`config.mk`:
```
export PLATFORM = sky130hd
export DESIGN_NAME = div_sign_ctrl
export DESIGN_NICKNAME = d
export VERILOG_FILES = /design/src/rtl/div_sign_ctrl.sv
export SDC_FILE = /design/constraint.sdc
export NUM_CORES = 1
export LEC_CHECK = 0
export BUFFER_PORTS_ARGS = -buffer_cell sky130_fd_sc_hd__buf_2
export CELL_PAD_IN_SITES_DETAIL_PLACEMENT = 1
export CELL_PAD_IN_SITES_GLOBAL_PLACEMENT = 1
export CORE_MARGIN = 2
export CORE_UTILIZATION = 40
export CTS_CLUSTER_DIAMETER = 80
export CTS_CLUSTER_SIZE = 16
export DETAILED_ROUTE_END_ITERATION = 8
export PLACE_DENSITY_LB_ADDON = 0.25
export SLEW_MARGIN = 20
export SYNTH_ARGS = -nofsm -noshare
export SYNTH_HDL_FRONTEND = slang
export SYNTH_SLANG_ARGS = --single-unit
```
`constraint.sdc`:
```
create_clock -name i_clk -period 4.2 [get_ports i_clk]
set_input_delay 0.84 -clock i_clk [delete_from_list [all_inputs] [get_ports i_clk]]
set_output_delay 0.84 -clock i_clk [all_outputs]
set_load 0.01 [all_outputs]
```
`src/rtl/div_sign_ctrl.sv`:
```
// rtl/div_sign_ctrl.sv - operand FIFO, start/capture sequencer and watchdog for div_sign
// Divide-by-zero is answered locally; everything else runs through the external divider.
module div_sign_ctrl #(
  parameter int Q      = 15,
  parameter int N      = 32,
  parameter int DEPTH  = 4,
  parameter int TO_CYC = 64
) (
  input  logic         i_clk,
  input  logic         i_rstn,
  input  logic         s_valid,
  output logic         s_ready,
  input  logic [N-1:0] s_dividend,
  input  logic [N-1:0] s_divisor,
  input  logic         s_both_image,
  output logic         o_div_start,
  output logic [N-1:0] o_div_dividend,
  output logic [N-1:0] o_div_divisor,
  output logic         o_div_both_image,
  input  logic         i_div_complete,
  input  logic [N-1:0] i_div_quotient,
  input  logic         i_div_overflow,
  output logic         m_valid,
  input  logic         m_ready,
  output logic [N-1:0] m_quotient,
  output logic         m_overflow,
  output logic         m_div0,
  output logic         m_timeout
);
  localparam int AW = $clog2(DEPTH);
  localparam int WW = $clog2(TO_CYC + 1);
  localparam int FW = 2 * N + 1;
  localparam logic [WW-1:0] TO_LIM = WW'(TO_CYC);
  localparam logic [AW:0]   FULL_CNT = (AW + 1)'(DEPTH);

  typedef enum logic [1:0] {S_IDLE, S_START, S_ARM, S_WAIT} state_t;

  state_t        state, state_n;
  logic [FW-1:0] fifo_mem [DEPTH];
  logic [AW-1:0] wr_ptr, rd_ptr;
  logic [AW:0]   count;
  logic [WW-1:0] wdog;

  logic         push, pop, fifo_empty, fifo_full, slot_free;
  logic [N-1:0] head_dividend, head_divisor;
  logic         head_both_image, head_div0, head_sign;
  logic         wr_div0, wr_cap, wr_to;

  // Q only describes the divider's number format; the sequencing does not depend on it.
  logic unused_q;
  assign unused_q = ^Q;

  assign fifo_empty = (count == '0);
  assign fifo_full  = (count == FULL_CNT);
  assign s_ready    = !fifo_full;
  assign push       = s_valid && s_ready;
  assign slot_free  = !m_valid || m_ready;

  assign {head_dividend, head_divisor, head_both_image} = fifo_mem[rd_ptr];
  assign head_div0  = (head_divisor[N-2:0] == '0);
  assign head_sign  = head_dividend[N-1] ^ head_divisor[N-1] ^ head_both_image;

  assign o_div_start = (state == S_START);

  always_ff @(posedge i_clk) begin
    if (push) begin
      fifo_mem[wr_ptr] <= {s_dividend, s_divisor, s_both_image};
    end
  end

  always_comb begin
    state_n = state;
    pop     = 1'b0;
    wr_div0 = 1'b0;
    wr_cap  = 1'b0;
    wr_to   = 1'b0;
    case (state)
      S_IDLE: begin
        if (!fifo_empty) begin
          if (head_div0) begin
            // A zero divisor waits in the FIFO until its result has somewhere to go.
            if (slot_free) begin
              pop     = 1'b1;
              wr_div0 = 1'b1;
            end
          end else begin
            pop     = 1'b1;
            state_n = S_START;
          end
        end
      end
      S_START: state_n = S_ARM;
      // complete may still be high from the previous operation here.
      S_ARM:   state_n = S_WAIT;
      S_WAIT: begin
        if (i_div_complete) begin
          if (slot_free) begin
            wr_cap  = 1'b1;
            state_n = S_IDLE;
          end
        end else if (wdog == TO_LIM) begin
          if (slot_free) begin
            wr_to   = 1'b1;
            state_n = S_IDLE;
          end
        end
      end
      default: state_n = S_IDLE;
    endcase
  end

  always_ff @(posedge i_clk or negedge i_rstn) begin
    if (!i_rstn) begin
      state            <= S_IDLE;
      wr_ptr           <= '0;
      rd_ptr           <= '0;
      count            <= '0;
      wdog             <= '0;
      o_div_dividend   <= '0;
      o_div_divisor    <= '0;
      o_div_both_image <= 1'b0;
      m_valid          <= 1'b0;
      m_quotient       <= '0;
      m_overflow       <= 1'b0;
      m_div0           <= 1'b0;
      m_timeout        <= 1'b0;
    end else begin
      state <= state_n;

      if (push) wr_ptr <= wr_ptr + 1'b1;
      if (pop)  rd_ptr <= rd_ptr + 1'b1;
      count <= count + (AW + 1)'(push) - (AW + 1)'(pop);

      // Operands stay put from pop until capture: the divider's sign output follows them.
      if (pop) begin
        o_div_dividend   <= head_dividend;
        o_div_divisor    <= head_divisor;
        o_div_both_image <= head_both_image;
      end

      if (state == S_START) begin
        wdog <= '0;
      end else if (state == S_WAIT && !i_div_complete && wdog != TO_LIM) begin
        wdog <= wdog + 1'b1;
      end

      if (wr_div0) begin
        m_valid    <= 1'b1;
        m_quotient <= head_sign ? {1'b1, {(N-2){1'b0}}, 1'b1} : {1'b0, {(N-1){1'b1}}};
        m_overflow <= 1'b1;
        m_div0     <= 1'b1;
        m_timeout  <= 1'b0;
      end else if (wr_cap) begin
        m_valid    <= 1'b1;
        m_quotient <= i_div_quotient;
        m_overflow <= i_div_overflow;
        m_div0     <= 1'b0;
        m_timeout  <= 1'b0;
      end else if (wr_to) begin
        m_valid    <= 1'b1;
        m_quotient <= '0;
        m_overflow <= 1'b1;
        m_div0     <= 1'b0;
        m_timeout  <= 1'b1;
      end else if (m_ready) begin
        m_valid <= 1'b0;
      end
    end
  end

endmodule

```
* Word level (Yosys, flattened, before mapping)
Memories as Yosys holds them, arrays and structs flattened.
Cells that the tools add are included.
** Word-level totals
- Register bits :: 117
- Bits in latches :: 0
- Memory bits (writable) :: 260
- Memory bits (read-only) :: 0
- Logic and storage cells :: 82
- Memories kept :: 1
** Memories
- fifo_mem :: depth 4, width 65, read ports 1, clocked after Yosys merged registers in 0, wr ports 1, RTL line 39 : logic [FW-1:0] fifo_mem [DEPTH];
** Cells by class
- $add $sub $neg :: 5
- $mul :: 0
- Div/mod/pow operators :: 0
- Magnitude comparators :: 0
- Eq/ne operators :: 9
- Shift operators :: 0
- Mux-type cells :: 38
- Bitwise gates (word level) :: 2
- Reduce and logical (&&, ||, !) cells :: 14
** Operators by type and width (count)
- $mux W32 :: 4
- $logic_not A31 Y1 :: 1
- $mux W1 :: 26
- $mux W7 :: 2
- $mux W2 :: 5
- $pmux W2 S4 :: 1
- $add A7 B1 Y7 const B :: 1
- $eq A7 B7 Y1 const B :: 1
- $ne A7 B7 Y1 const B :: 1
- $add A2 B1 Y2 const B :: 2
- $eq A2 B2 Y1 const B :: 2
- $ne A2 B2 Y1 const B :: 2
- $reduce_bool A4 Y1 :: 1
- $add A3 B1 Y3 :: 1
- $eq A3 B3 Y1 const B :: 1
- $logic_and A1 B1 Y1 :: 3
- $logic_not A1 Y1 :: 3
- $logic_not A3 Y1 :: 1
- $ne A3 B3 Y1 const B :: 1
- $reduce_and A3 Y1 :: 1
- $reduce_bool A3 Y1 :: 1
- $sub A3 B1 Y3 :: 1
- $eq A2 B1 Y1 const B :: 1
- $logic_not A2 Y1 :: 1
- 3 further kinds :: 4

* Longest topological paths before layout
Gate-level depths: netlist of run 1.
- Depth after elaboration :: 9
- Mapped depth :: 15
- Mapped depth without buffers :: 11

* Worst setup path after synthesis of run 1
Ideal clock, no wire load.
- Kind :: reg-to-reg
- From :: register rd_ptr[0]
- To :: register count[2]
- Library setup time :: 125 ps
- Arrival :: 3217 ps
- Data required time :: 4075 ps
- Slack :: 858 ps
- Stages on the path, launching flop included :: 15
- Buffers on the path :: 3
- Clock period less this slack :: 3342 ps
- Cell sequence :: dfrtp_1 buf_2 mux4_2 nor4_1 and4_1 a31oi_1 buf_4 buf_6 ha_1 inv_1 ha_1 inv_1 fa_1 xnor2_1 xnor2_1
** On the way
- Longest elaborated chain between the ends :: 6
** RTL lines
- start, declared :: RTL line 40 : logic [AW-1:0] wr_ptr, rd_ptr;
- start signal, assigned :: RTL line 131 : if (pop) rd_ptr <= rd_ptr + 1'b1;
- $mem_v2 Z4 W65
- $logic_not A31 Y1 :: RTL line 60 : assign head_div0 = (head_divisor[N-2:0] == '0);
- $mux W1 :: RTL line 80 : if (head_div0) begin
- $mux W1 :: RTL line 79 : if (!fifo_empty) begin
- $mux W1 :: RTL line 77 : case (state)
- named net pop :: RTL line 44 : logic push, pop, fifo_empty, fifo_full, slot_free;
- $sub A3 B1 Y3 :: RTL line 132 : count <= count + (AW + 1)'(push) - (AW + 1)'(pop);
- end signal, assigned :: RTL line 132
- end, declared :: RTL line 41 : logic [AW:0] count;
The timed path passes the listed nets, and every way through them passes these cells.
A chain may end at the register's enable or synchronous reset.

* Final worst setup path of run 1
- From :: register rd_ptr[0]
- To :: register count[2]
** On the way
- Longest elaborated chain between the ends :: 6
** RTL lines (RTL line)
- $mem_v2 Z4 W65
- $logic_not A31 Y1 :: 60
- $mux W1 :: 80
- $mux W1 :: 79
- $mux W1 :: 77
- $sub A3 B1 Y3 :: 132
Every way passes these cells.

==> out/results.ini, run 1 <==
[layout]
fin_nets = 1064
drive_above_1_share = 0.4093
multi_input_area_um2 = 3508
instances_no_fill = 1435
final_common_cell = edfxtp_1
regArea_um2 = 10740
layout_common_cells = 260 x edfxtp_1, 204 x buf_2, 115 x dfrtp_1, 65 x mux4_2, 37 x mux2_2
area_growth_pct = 17.32
fill_cells = 3372

[synthesis]
synthArstFlopShare = 0.3103
seq_area_frac_synth = 0.7438
synth_top_area_frac = 0.5409
ys.flop_type = edfxtp_1
synth_seq_cells = 377
avgSynthCellArea_um2 = 19.85
synthCells = 727
ys_warn_count = 0
ys_types = 40
synthesis.nets = 843
yosysTopAreaCell = edfxtp_1
syn_area_um2 = 14430
yosys-top-cells-area = edfxtp_1 54%, dfrtp_1 20%, mux4_2 10%
synth_edf_count = 260

[worst_setup_path]
startpoint_type = flip-flop
reg2reg_depth = 12
slowest_delay_ps = 600
r2r_slack_ps = 370
cp.required_ps = 4680
path_cells = buf_12, mux4_2, nor4_1, and4_1, a31oi_4, ha_1, inv_1, ha_1, inv_1, fa_1, xnor2_1, xnor2_1
cp_slowest_cell = mux4_2
critical_path_class = flip-flop to flip-flop
cp-end-kind = flip-flop
r2r-start = rd_ptr[0]
critPathMaxFanout = 24
cp.arrival_ps = 4310
r2r-end = count[2]

[power]
total_power_w = 0.01222
p_per_area_nw_per_um2 = 721.7
p_int_w = 0.008390
p_switching_w = 0.003831
p_clk_frac = 0.209
sequentialPowerShare = 0.460
ir_drop_v = 0.0004385
combinationalPowerShare = 0.331
leakage_nw = 6.402
switching_share = 0.3135

[floorplanning]
core_area_um2 = 35570
die_width_um = 194.0
ios = 206
die-area_um2 = 37620
fp-row-count = 69
start_util = 0.4058
die_height_um = 194.0

[clock_network]
h-tree-depth = 1
clock_latency_ps = 550
post_cts_resized = 0
clockBufferDepth = 3
numCtsBuffers = 28
clk_pin_slew_ps = 80
cts_hold_buf = 0
root_buffer = clkbuf_16
clock-sinks = 377
post_cts_buffers = 0
tritoncts = done

[global_routing]
grt_pass1_wl_um = 49980
antenna_found_initial = 6
grt_start_max_net_pins = 84
track_usage = 0.1709
overflow = 0
grt_pass1_vias = 8172

[drt]
wl_met3_um = 1966
wl_met2_um = 15140
detail_route.wl_per_cell_um = 22.24
wl_met1_um = 14000
dr.first_iter.drc_count = 373
vias = 7417
routed_wl_um = 31920
topRoutingLayerUsed = met5
drc = 0
via_per_inst = 5.169
antenna_left = 0
firstDrtPassIters = 4

[sta]
skew_ps = 15.07
drv_slew = 0
finalCritPeriodShare = 0.9125
final.min_clock_period_ps = 3832
worstMarginPinSlew_ps = 1017
max_freq_mhz = 260.9
finalHoldViolations = 0
fin_tns_setup_ps = 0
relSlewSlack = 0.3219
setup_violations = 0
rsz0062_at_grt = false
hold-worst-slack_ps = 317.3

[place]
portBuffers = 205
gp_congestion = 0.7166
place_hpwl_um = 20650
dp.cells = 1378

[status]
status = finished, final reports clean

[min_path]
hp-class = input port to async pin

[flow_run]
max-cap-violations = 0

## worst max-delay path, delay by kind of cell, from the launching register on
family                   cells  cell delay, ps
adder cells (fa/ha/maj)      3             880
AND/OR/NAND/NOR              2             720
multiplexers                 1             600
flip-flops                   1             580
buffers and inverters        3             370
XOR/XNOR                     2             320
AO/OA/AOI/OAI                1             270
## synthesized netlist by cell type (10+ instances only)
master,count
edfxtp_1,260
mux4_2,65
mux2_2,37
dfrtp_1,117
a22oi_1,31
mux2_4,28
nor2_1,13
clkbuf_1,19
nand2_1,10
inv_1,14
buf_2,10
nor4_1,15
a21oi_1,32
ha_1,12
## cell type report
class,count,area share
Multi-Input combinational cell,301,0.2072
Timing Repair Buffer,226,0.07175
Clock buffer,48,0.04707
Sequential cell,377,0.6344
Clock inverter,4,0.001847
Antenna cell,4,0.0005911
Tap cell,461,0.03406
Inverter,14,0.003103
## worst max path at each step
| stage | from | endpoint | cells past startpoint |
|---|---|---|---|
| CTS | rd_ptr[0] | count[2] | 12 |
| finish | rd_ptr[0] | count[2] | 12 |
| global route | rd_ptr[0] | count[2] | 12 |
| global placement | rd_ptr[0] | count[2] | 12 |
| floorplan | rd_ptr[0] | count[2] | 14 |
| detailed placement | rd_ptr[0] | count[2] | 12 |
## state kept, by name (all words and copies together) (netlist names)
register and cells:
m_quotient 32, m_timeout 1, m_overflow 1, o_div_divisor 32, fifo_mem 260, count 3
rd_ptr 2, m_div0 1, wr_ptr 2, o_div_dividend 32, wdog 7, m_valid 1
state 2, o_div_both_image 1
## kinds of logic (layout without fill, tap and decap cells)
logic type	after synthesis	count (layout)	share of synthesized area
flip-flops	377	377	0.7438
XOR/XNOR	13	13	0.007888
AND/OR/NAND/NOR	69	69	0.02705
buffers and inverters	49	292	0.01621
multiplexers	130	130	0.1594
other	0	4	0
adder cells (fa/ha/maj)	13	13	0.01179
AO/OA/AOI/OAI	76	76	0.03389
## stage by stage
step	util	cell area [um^2]	setup WS, ps
floorplan	-	14430	858.1
global placement	0.4519	16080	408.8
detailed placement	0.4519	16080	328.2
CTS	0.4752	16900	309.7
global route	0.4758	16920	100.8
finish	0.4761	16930	367.7
## layer usage
| metal | up-vias | track usage |
|---|---|---|
| met1 | 3810 | 0.2273 |
| li1 | 3341 | - |
| met2 | 213 | 0.2829 |
| met3 | 49 | 0.04296 |
| met5 | - | 0 |
| met4 | 4 | 0.04265 |
## power groups by stage
| stage | Combinational (W) | Sequential [W] | Clock, W |
|---|---|---|---|
| after floorplan | 0.00261 | 0.00574 | 0 |
| after global placement | 0.00407 | 0.00570 | 0 |
| after detailed placement | 0.00415 | 0.00572 | 0 |
| after CTS | 0.00416 | 0.00565 | 0.00264 |
| after global routing | 0.00443 | 0.00575 | 0.00276 |
| final | 0.00405 | 0.00562 | 0.00255 |
(Power assumes the default switching activity.)
==> run 2, diff against run 1 <==
--- a/config.mk
+++ b/config.mk
@@ -13,7 +13,7 @@
 export CTS_CLUSTER_DIAMETER = 80
 export CTS_CLUSTER_SIZE = 16
 export DETAILED_ROUTE_END_ITERATION = 8
-export PLACE_DENSITY_LB_ADDON = 0.25
+export PLACE_DENSITY_LB_ADDON = 0.05
 export SLEW_MARGIN = 20
 export SYNTH_ARGS = -nofsm -noshare
 export SYNTH_HDL_FRONTEND = slang
==> run 2 against run 1 <==
- first-iteration DRC count is 13% lower
- critical path depth stayed put
- critical endpoint unchanged
- final area hardly changed
- non-clock buffer count is 2 higher
- global-route usage is 0.96 points higher
- largest cell class unchanged
- core utilization hardly changed
- die area stayed put
==> out/results.ini, run 2 (synthesis gave the netlist of run 1 again) <==
[status]
status = finished, final reports clean

[drt]
via_per_inst = 5.284
firstDrtPassIters = 4
routed_wl_um = 33560
vias = 7567
antenna_left = 0
detail_route.wl_per_cell_um = 23.43
dr.first_iter.drc_count = 326
drc = 0

[place]
portBuffers = 205
place_hpwl_um = 21640
place_worst_setup_slack_ps = 474.0
gp_congestion = 0.7372

[floorplanning]
die_height_um = 194.0
fp-row-count = 69
start_util = 0.4058
die_width_um = 194.0
die-area_um2 = 37620
ios = 206
core_area_um2 = 35570

[worst_setup_path]
critical_path_class = flip-flop to flip-flop
critPathMaxFanout = 14
crit_cells = 12
path_cells = buf_4, mux4_2, nor4_1, and4_1, a31oi_4, ha_1, inv_1, ha_1, inv_1, fa_1, xnor2_1, xnor2_1
cp.required_ps = 4680
crit_buf_inv = 3
reg2reg_depth = 12
startpoint_type = flip-flop
path_delay_family = simple AND/OR/NAND/NOR gates
slowest_delay_ps = 600
cp.arrival_ps = 4120
cp-end-kind = flip-flop
cp_slowest_cell = dfrtp_4

[sta]
setup_slack_ps = 556.6
fin_tns_setup_ps = 0
finalHoldViolations = 0
setup_violations = 0
max_freq_mhz = 274.5
final.min_clock_period_ps = 3643
finalCritPeriodShare = 0.8675
drv_slew = 0
relSlewSlack = 0.4176
worstMarginPinSlew_ps = 873.6
rsz0062_at_grt = false
skew_ps = 25.49

[power]
p_switching_w = 0.003910
ir_drop_v = 0.0003648
combinationalPowerShare = 0.331
switching_share = 0.3182
leakage_nw = 6.408
p_clk_frac = 0.209
p_per_area_nw_per_um2 = 726.0
p_int_w = 0.008379
sequentialPowerShare = 0.460

[layout]
final_common_cell = edfxtp_1
fin_nets = 1066
area_growth_pct = 17.27
layout_common_cells = 260 x edfxtp_1, 204 x buf_2, 115 x dfrtp_1, 65 x mux4_2, 37 x mux2_2
fill_cells = 3374
regMostFlops = fifo_mem
largest_reg_flops = 260
drive_above_1_share = 0.4134

[global_routing]
overflow = 0
track_usage = 0.1805
grt_pass1_wl_um = 52330
antenna_found_initial = 5
grt_start_max_net_pins = 82
grt_pass1_vias = 8655

[clock_network]
clock_latency_ps = 570
tritoncts = done
h-tree-depth = 1
numCtsBuffers = 28
clockBufferDepth = 3
clk_pin_slew_ps = 70
post_cts_resized = 0
clock-sinks = 377
cts_hold_buf = 0
root_buffer = clkbuf_16
post_cts_buffers = 0

[flow_run]
max-cap-violations = 0

[min_path]
hp-class = input port to async pin

-- run 2: cell count changes in the layout (fill, tap and decap cells not counted), sizes merged --
cell and change:
buf +2, clkbuf -1, clkinv -2, diode -3, inv +1
-- run 2: worst paths after layout --
| check | slack (ps) | start | to |
|---|---|---|---|
| max | 560 | rd_ptr[0] | count[2] |
| min | 350 | i_rstn | o_div_divisor[7] |
| max reg2reg | 560 | rd_ptr[0] | count[2] |
| min reg2reg | 490 | m_div0 | m_div0 |
| max in group asynchronous | 2980 | i_rstn | m_quotient[13] |
| min in group i_clk | 480 | s_divisor[12] | fifo_mem[3][13] |
-- run 2: metal layers --
metal,GRT usage,share of wire,up-vias
li1,-,-,3336
met1,0.2314,0.42,3995
met2,0.3191,0.51,183
met3,0.03601,0.052,45
met4,0.03788,0.016,8
met5,0,0.0014,-
-- run 2: power groups by stage --
stage | clock (W) | sequential (W) | combinational (W)
finish | 0.00257 | 0.00566 | 0.00407
global route | 0.00277 | 0.00579 | 0.00445
CTS | 0.00266 | 0.00569 | 0.00419
detailed placement | 0 | 0.00576 | 0.00416
global placement | 0 | 0.00570 | 0.00404
floorplan | 0 | 0.00574 | 0.00261
-- run 2: stage by stage --
step	util	total power, W	area [um^2]	hold slack, ps	std cells
global route	0.4758	0.01302	16920	406.6	1431
global placement	0.4522	0.009746	16090	460.1	1381
floorplan	-	0.008353	14430	494.4	727
detailed placement	0.4522	0.009924	16090	467.4	1381
CTS	0.4756	0.01253	16920	372.2	1431
finish	0.4759	0.01229	16930	354.1	1432
-- run 2: worst reg2reg max path: stages, from the launching register on --
cell	delay, ps
dfrtp_4	600
buf_4	240
mux4_2	550
nor4_1	380
and4_1	420
a31oi_4	140
ha_1	300
inv_1	50
ha_1	120
inv_1	50
fa_1	380
xnor2_1	180
xnor2_1	150
-- run 2: layout make-up --
type / instances / area, um^2 / area share
Antenna cell: 1 / 2.502 / 0.0001478
Clock buffer: 47 / 792.0 / 0.04679
Timing Repair Buffer: 228 / 1205 / 0.07119
Inverter: 14 / 52.55 / 0.003105
Sequential cell: 377 / 10740 / 0.6347
Tap cell: 461 / 576.8 / 0.03408
Clock inverter: 3 / 38.79 / 0.002292
Multi-Input combinational cell: 301 / 3516 / 0.2077
==> run 3, diff against run 2 <==
--- a/config.mk
+++ b/config.mk
@@ -9,7 +9,7 @@
 export CELL_PAD_IN_SITES_DETAIL_PLACEMENT = 1
 export CELL_PAD_IN_SITES_GLOBAL_PLACEMENT = 1
 export CORE_MARGIN = 2
-export CORE_UTILIZATION = 40
+export CORE_UTILIZATION = 49
 export CTS_CLUSTER_DIAMETER = 80
 export CTS_CLUSTER_SIZE = 16
 export DETAILED_ROUTE_END_ITERATION = 8
==> run 3 against run 2 <==
- clock skew grew 2.6 ps
- final cell count shrank 5.8%
- maximum frequency grew 2.1%
- largest power group unchanged
==> out/results.ini, run 3 (synthesis gave the netlist of run 1 again) <==
[status]
status = finished, final reports clean

[drt]
firstDrtPassIters = 4
vias = 7484
detail_route.wl_per_cell_um = 23.07
routed_wl_um = 31120
dr.first_iter.drc_count = 475
antenna_left = 0
drc = 0
via_per_inst = 5.548

[layout]
fin_nets = 1057
final_common_cell = edfxtp_1
drive_above_1_share = 0.4048
area_growth_pct = 16.63
regMostFlops = fifo_mem
layout_common_cells = 260 x edfxtp_1, 204 x buf_2, 115 x dfrtp_1, 65 x mux4_2, 37 x mux2_2
instances_no_fill = 1349
largest_reg_flops = 260

[worst_setup_path]
critPathMaxFanout = 14
critical_path_class = flip-flop to flip-flop
path_cells = mux4_2, nor4_1, and4_1, a31oi_4, ha_1, inv_1, ha_1, inv_1, fa_1, xnor2_1, xnor2_1
cp_slowest_cell = dfrtp_4
cp-end-kind = flip-flop
crit_buf_inv = 2
cp.arrival_ps = 3990
path_delay_family = simple AND/OR/NAND/NOR gates
cp.required_ps = 4620
slowest_delay_ps = 640
startpoint_type = flip-flop
crit_cells = 11
reg2reg_depth = 11

[sta]
drv_slew = 0
max_freq_mhz = 280.2
hold-worst-slack_ps = 360.3
fin_tns_setup_ps = 0
relSlewSlack = 0.3385
worstMarginPinSlew_ps = 985.5
skew_ps = 28.09
finalHoldViolations = 0
setup_violations = 0
finalCritPeriodShare = 0.8496
final.min_clock_period_ps = 3568
rsz0062_at_grt = false

[floorplanning]
die_height_um = 175.6
die_width_um = 175.6
core_area_um2 = 28860
fp-row-count = 62
start_util = 0.5002
die-area_um2 = 30850
ios = 206

[global_routing]
grt_pass1_wl_um = 49230
antenna_found_initial = 5
overflow = 0
grt_start_max_net_pins = 80
grt_pass1_vias = 8389
track_usage = 0.2076

[power]
p_per_area_nw_per_um2 = 724.6
leakage_nw = 6.380
ir_drop_v = 0.0003821
total_power_w = 0.01220

[place]
gp_congestion = 0.7871
dp.cells = 1292
place_hpwl_um = 19530
portBuffers = 205

[clock_network]
numCtsBuffers = 27
clockBufferDepth = 3
clock-sinks = 377
clk_pin_slew_ps = 70
h-tree-depth = 1
post_cts_buffers = 0
root_buffer = clkbuf_16
cts_hold_buf = 0
clock_latency_ps = 560
post_cts_resized = 0
tritoncts = done

[min_path]
hp-class = input port to async pin

[flow_run]
max-cap-violations = 0

## run 3: cell types whose count changed in the layout (fill, tap and decap cells not counted), moves of 2 or more
cell / previous run / this run
clkbuf_8: 2 / 0
buf_16: 0 / 4
inv_8: 2 / 0
buf_4: 23 / 10
clkbuf_1: 17 / 19
diode_2: 1 / 4
## run 3: where the power goes
part	internal, W	switching [W]
combinational	0.00202	0.00203
clock	0.00128	0.00120
sequential	0.00509	0.000575
## run 3: area by class of cell
type / instances / area (um^2)
antenna: 4 / 10.01
clock buffer: 46 / 747.0
clock inverter: 3 / 55.05
fill: 2628 / 12020
inverter: 14 / 52.55
multi-input combinational: 301 / 3510
sequential: 377 / 10740
tap: 384 / 480.5
timing repair buffer: 220 / 1237
## run 3: worst paths after layout
check	startpoint	endpoint	slack (ps)
worst max register to register	rd_ptr[0]	count[2]	630
max in group asynchronous	i_rstn	m_quotient[30]	3010
min in group i_clk	s_dividend[24]	fifo_mem[1][57]	490
worst min-delay path	i_rstn	o_div_divisor[3]	360
worst max-delay path	rd_ptr[0]	count[2]	630
worst min register to register	m_div0	m_div0	500
## run 3: per-stage QoR
step | setup WS [ps] | area (um^2) | utilization
after floorplan | 858.1 | 14430 | -
final | 631.7 | 16830 | 0.5834
after global placement | 559.6 | 15910 | 0.5514
after CTS | 530.9 | 16710 | 0.5792
after global routing | 324.8 | 16830 | 0.5831
after detailed placement | 576.7 | 15910 | 0.5514
## run 3: layer usage
layer	vias to the layer above	global-route usage	wire (um)
li1	3330	-	-
met1	3916	0.2709	12970
met2	191	0.3671	15900
met3	43	0.03701	1591
met4	4	0.04511	629
met5	-	0	21
